<file path="config.mk">
export PLATFORM = sky130hd
export DESIGN_NAME = harmonic_sum_engine
export DESIGN_NICKNAME = d
export VERILOG_FILES = /design/src/rtl/harmonic_sum_engine.sv
export SDC_FILE = /design/constraint.sdc
export NUM_CORES = 1
export LEC_CHECK = 0
export ABC_AREA = 1
export BUFFER_PORTS_ARGS = -buffer_cell sky130_fd_sc_hd__clkbuf_2
export CAP_MARGIN = 30
export CORE_MARGIN = 2
export CORE_UTILIZATION = 46
export DETAILED_ROUTE_END_ITERATION = 8
export GPL_TIMING_DRIVEN = 1
export PLACE_DENSITY = 0.64
export SLEW_MARGIN = 5
export SYNTH_ARGS = -nofsm -noshare
export SYNTH_HDL_FRONTEND = slang
export SYNTH_SLANG_ARGS = --single-unit
</file>
<file path="constraint.sdc">
create_clock -name clk -period 3 [get_ports clk]
set_input_delay 0.45 -clock clk [delete_from_list [all_inputs] [get_ports clk]]
set_output_delay 0.45 -clock clk [all_outputs]
set_load 0.05 [all_outputs]
</file>
<file path="src/rtl/harmonic_sum_engine.sv">
// Harmonic / alternating-harmonic series accelerator.
// S = sum_{k=1..n} s_k * floor(2^F / k). The controller and the datapath share
// one FSM. Each reciprocal comes from a one-bit-per-cycle restoring divider.
module harmonic_sum_engine #(
  parameter int N_WIDTH   = 5,
  parameter int FRAC_BITS = 16,
  parameter int INT_BITS  = 4,   // must be >= 1 so that 2^F fits in the sum
  localparam int SUM_W    = INT_BITS + FRAC_BITS
) (
  input  logic               clk,
  input  logic               rst,
  input  logic               start,
  input  logic [N_WIDTH-1:0] n,
  input  logic               mode,
  output logic               busy,
  output logic               done,
  output logic [SUM_W-1:0]   sum,
  output logic               overflow
);

  localparam int QW = FRAC_BITS + 1;          // quotient width; 2^F/1 needs the extra MSB
  localparam int CW = $clog2(FRAC_BITS + 2);  // iteration counter 0..F

  typedef enum logic [1:0] {IDLE, DIV, ACC, DONE} state_t;

  state_t             state;
  logic [N_WIDTH-1:0] n_lat;
  logic               mode_lat;
  logic [N_WIDTH-1:0] k;      // current term index, also the divisor
  logic [N_WIDTH-1:0] rem;    // partial remainder, always < k
  logic [QW-1:0]      dq;     // dividend shifts out the top while the quotient shifts in below
  logic [CW-1:0]      cnt;

  localparam logic [QW-1:0] DIVIDEND = {1'b1, {FRAC_BITS{1'b0}}};

  // One restoring-division step plus the signed, saturating accumulate.
  logic [N_WIDTH:0] r_sh, r_sub;
  logic             q_bit;
  logic [SUM_W:0]   q_ext, acc_res;
  logic             acc_sub;

  // Combinational divider step and adder for the current k.
  always_comb begin
    r_sh    = {rem, dq[QW-1]};
    r_sub   = r_sh - {1'b0, k};
    q_bit   = (r_sh >= {1'b0, k});
    q_ext   = {{(SUM_W + 1 - QW){1'b0}}, dq};
    acc_sub = mode_lat & ~k[0];   // even terms are negative in alternating mode
    acc_res = acc_sub ? ({1'b0, sum} - q_ext) : ({1'b0, sum} + q_ext);
  end

  // Controller FSM with registered outputs.
  always_ff @(posedge clk) begin
    if (rst) begin
      state    <= IDLE;
      busy     <= 1'b0;
      done     <= 1'b0;
      sum      <= '0;
      overflow <= 1'b0;
      n_lat    <= '0;
      mode_lat <= 1'b0;
      k        <= '0;
      rem      <= '0;
      dq       <= '0;
      cnt      <= '0;
    end else begin
      case (state)
        IDLE: begin
          done <= 1'b0;
          if (start) begin
            n_lat    <= n;
            mode_lat <= mode;
            sum      <= '0;
            overflow <= 1'b0;
            k        <= N_WIDTH'(1);
            rem      <= '0;
            dq       <= DIVIDEND;
            cnt      <= '0;
            if (n == '0) begin
              state <= DONE;
              done  <= 1'b1;
              busy  <= 1'b0;
            end else begin
              state <= DIV;
              busy  <= 1'b1;
            end
          end
        end
        DIV: begin
          rem <= q_bit ? r_sub[N_WIDTH-1:0] : r_sh[N_WIDTH-1:0];
          dq  <= {dq[QW-2:0], q_bit};
          if (cnt == CW'(FRAC_BITS)) state <= ACC;
          else                       cnt   <= cnt + 1'b1;
        end
        ACC: begin
          // Carry/borrow out of the SUM_W+1 adder selects the clamp.
          if (acc_res[SUM_W]) begin
            if (acc_sub) sum <= '0;
            else begin
              sum      <= '1;
              overflow <= 1'b1;
            end
          end else begin
            sum <= acc_res[SUM_W-1:0];
          end
          if (k == n_lat) begin
            state <= DONE;
            done  <= 1'b1;
            busy  <= 1'b0;
          end else begin
            k     <= k + 1'b1;
            rem   <= '0;
            dq    <= DIVIDEND;
            cnt   <= '0;
            state <= DIV;
          end
        end
        DONE: begin
          done  <= 1'b0;
          state <= IDLE;
        end
        default: state <= IDLE;
      endcase
    end
  end

endmodule

</file>
==> metrics.txt <==
fillcell total=930; logic gate share of total power=0.597; vias per inst=~5.2; NumNets Final=850; Die Span Y=between 100 and 150 um; DRC viols=0; Mapped Nets=a little under 800; RSZ-0062 raised after global routing=yes; sum of negative setup slack=-1170 ps; skew final=about 23 ps; critical path, cell by cell=inv_4, ha_4, inv_4, nor3_4, nand4_1, inv_1, nand2_2, nand2_2, o21ai_2, xnor2_2, ha_1, nand2_4, inv_4, nand2_4, a21oi_2, nor2_2, nand3_2, o21bai_1, inv_2, clkbuf_16, nand2_1, a21oi_2; cell mode on critical path=inv_4; Port Buffers=31; root buffer cell=clkbuf_8; post-route insts no fill=949; routed length per instance=~15 um; WS Path Type=flip-flop to flip-flop; crit path time final=3080 ps; clk_lat worst skew=around 370 ps; Syn Area/Cell=6.44 um^2; detailed-route via count=4945; fin worst setup slack=-81.2 ps; HP Start=mode; ANT cells=0; Slowest-stage cell, CP=dfxtp_4; final core utilization=0.594; area growth from synthesis to layout=27.6%; count of final hold-check violations=0; CP Launch Type=flip-flop; first-pass GRT wire length=21400 um; RD Place Congestion=between 0.9 and 1; crit path from=dq[1]; Worst R2R Start=dq[1]; Synth Register Bits=63; Slew @ Worst Pin=between 700 and 800 ps; Worst Hold Class=primary input to flip-flop; Sinks on Clock Net=63; sequential-to-total area share from yosys stat=0.266; Crit path required time=between 3000 and 4000 ps; # setup viols final=20; share of layout cells above drive strength 1=0.289; Reg clk slew, reported paths=approximately 80 ps; Reg power frac=0.224; Cells after DPL=904; Sw Ratio=0.464; vias in the first global route=4476; GRT Overall Usage=0.240; CP Capture Type=flip-flop; post-DP HPWL=just over 9000 um; clock tree buffer depth=2; pin count of the biggest net entering global routing=38; CP max stage delay=roughly 370 ps; signal arrival time at the worst endpoint=between 3000 and 4000 ps; status=finished with violations; IO Pins=32; final wirelength=13800 um; Max-Slew Margin vs Limit=0.486; core area=about 10000 um^2; MaxCap Viol Count=0; clock power share=0.179; die width=106 um; synth warn=0; # H-tree levels=3; Hold Buf Count CTS=0; Leak Pwr=between 0.002 and 0.003 uW; Cell Pwr Density=between 600 and 700 nW/um^2; die footprint=11100 um^2; Worst IR Drop VDD=0.000282 V; post-route ant nets=0; most frequent cells in the layout=204 x nand2_1, 80 x inv_1, 61 x nor2_1; antenna violations before repair=0; total net switching power=1950 uW; drt initial violations=between 300 and 400; synthesized cell area=around 4700 um^2; fin. max-slew vios=0; most common cell after layout, fill and taps aside=nand2_1; Int Power=2250 uW; Initial Util=0.465; final cycle utilization of the critical path=1.03; Synth cell types=35; Congestion Overflow GR=0; drt first pass iters=5; failing checks=setup timing; CTS tree=built; number of buffers created by CTS=9; Fmax=325 MHz; CP max FO=5; row count=37; Gate Count Post-Synth=between 700 and 800
## state kept, by name, indices dropped and copies added (netlist names), 2 cells and up
name   flops
sum       20
n_lat      5
rem        5
cnt        5
dq        17
k          5
state      2
## power by group through the flow
stage	clock (uW)	combinational (uW)	sequential (uW)
after floorplan	0	1390	1020
after global placement	0	1850	954
after detailed placement	0	1880	954
after CTS	757	2200	937
after global routing	784	2740	948
final	754	2510	941
## cells in the mapped netlist, drive strengths merged
cell | number | area (um^2)
ha | 29 | 363
nor4 | 3 | 18.8
xor2 | 18 | 158
o21ai | 19 | 95.1
a22oi | 1 | 7.51
o211ai | 3 | 22.5
fa | 2 | 40.0
a21o | 1 | 7.51
o21a | 1 | 7.51
nand3 | 28 | 155
nor3 | 9 | 61.3
or2 | 2 | 12.5
a21oi | 69 | 424
o2111ai | 1 | 8.76
dfxtp | 63 | 1260
o22ai | 1 | 6.26
o21bai | 2 | 15.0
clkbuf | 13 | 68.8
nand4 | 8 | 50.1
buf | 5 | 48.8
nand3b | 6 | 45.0
clkinv | 2 | 7.51
nand2 | 263 | 1050
inv | 96 | 360
nor2 | 74 | 293
xnor2 | 17 | 149
## through the flow
step                      area [um^2]  power [uW]  hold WS [ps]  worst slack, ps
after floorplan                  4740        2410           445              234
after global placement           5120        2810           443            -85.3
after detailed placement         5120        2830           448             -147
after CTS                        5640        3890           325            -39.1
after global routing             6050        4470           351             -271
final                            6050        4210           320            -81.2
## kinds of logic (layout without fill, tap and decap cells)
logic type,count (synthesis),count (layout),synth area share
AOI/OAI and AO/OA,98,98,0.125
xor gates and xnor gates,35,35,0.0647
adders and majority gates,31,31,0.0850
buffers and inverters,116,193,0.102
DFF,63,63,0.266
and+or+nand+nor,393,393,0.357
## timing repair
action	in CTS	in global routing
setup buffers	18	11
pin swaps	1	47
setup endpoints to repair	20	20
gates resized for setup	36	77
cloned	3	3
endpoints found under the hold margin	0	0
## area by class of cell
cell class              count  area, um^2  area share
well taps                 136         170      0.0281
clock buffers              10         128      0.0211
clock inverters             4        48.8     0.00807
repair buffers             81         659       0.109
inverters                  98         379      0.0627
flip-flops and latches     63        1270       0.210
multi-input cells         557        3390       0.561
## layer usage
layer,global-route usage,routed length (um),vias up
met5,0,0,-
met1,0.313,6180,2281
li1,-,-,2466
met2,0.397,6460,149
met3,0.0303,670,49
met4,0.105,524,0
## worst paths after layout
path | end | slack, ps | cells after the start
worst min register to register | overflow | 460 | 2
worst min-delay path | mode_lat | 320 | 3
worst max register to register | sum[4] | -80 | 22
worst max-delay path | sum[4] | -80 | 22
## critical path: cells and delay by family (launching register included)
family,cells,cell delay (ps)
AOI/OAI and AO/OA,4,400
xor gates and xnor gates,1,160
adders and majority gates,2,490
buffers and inverters,6,560
DFF,1,370
and+or+nand+nor,9,960
No activity file was read; power rests on OpenSTA's default activity.
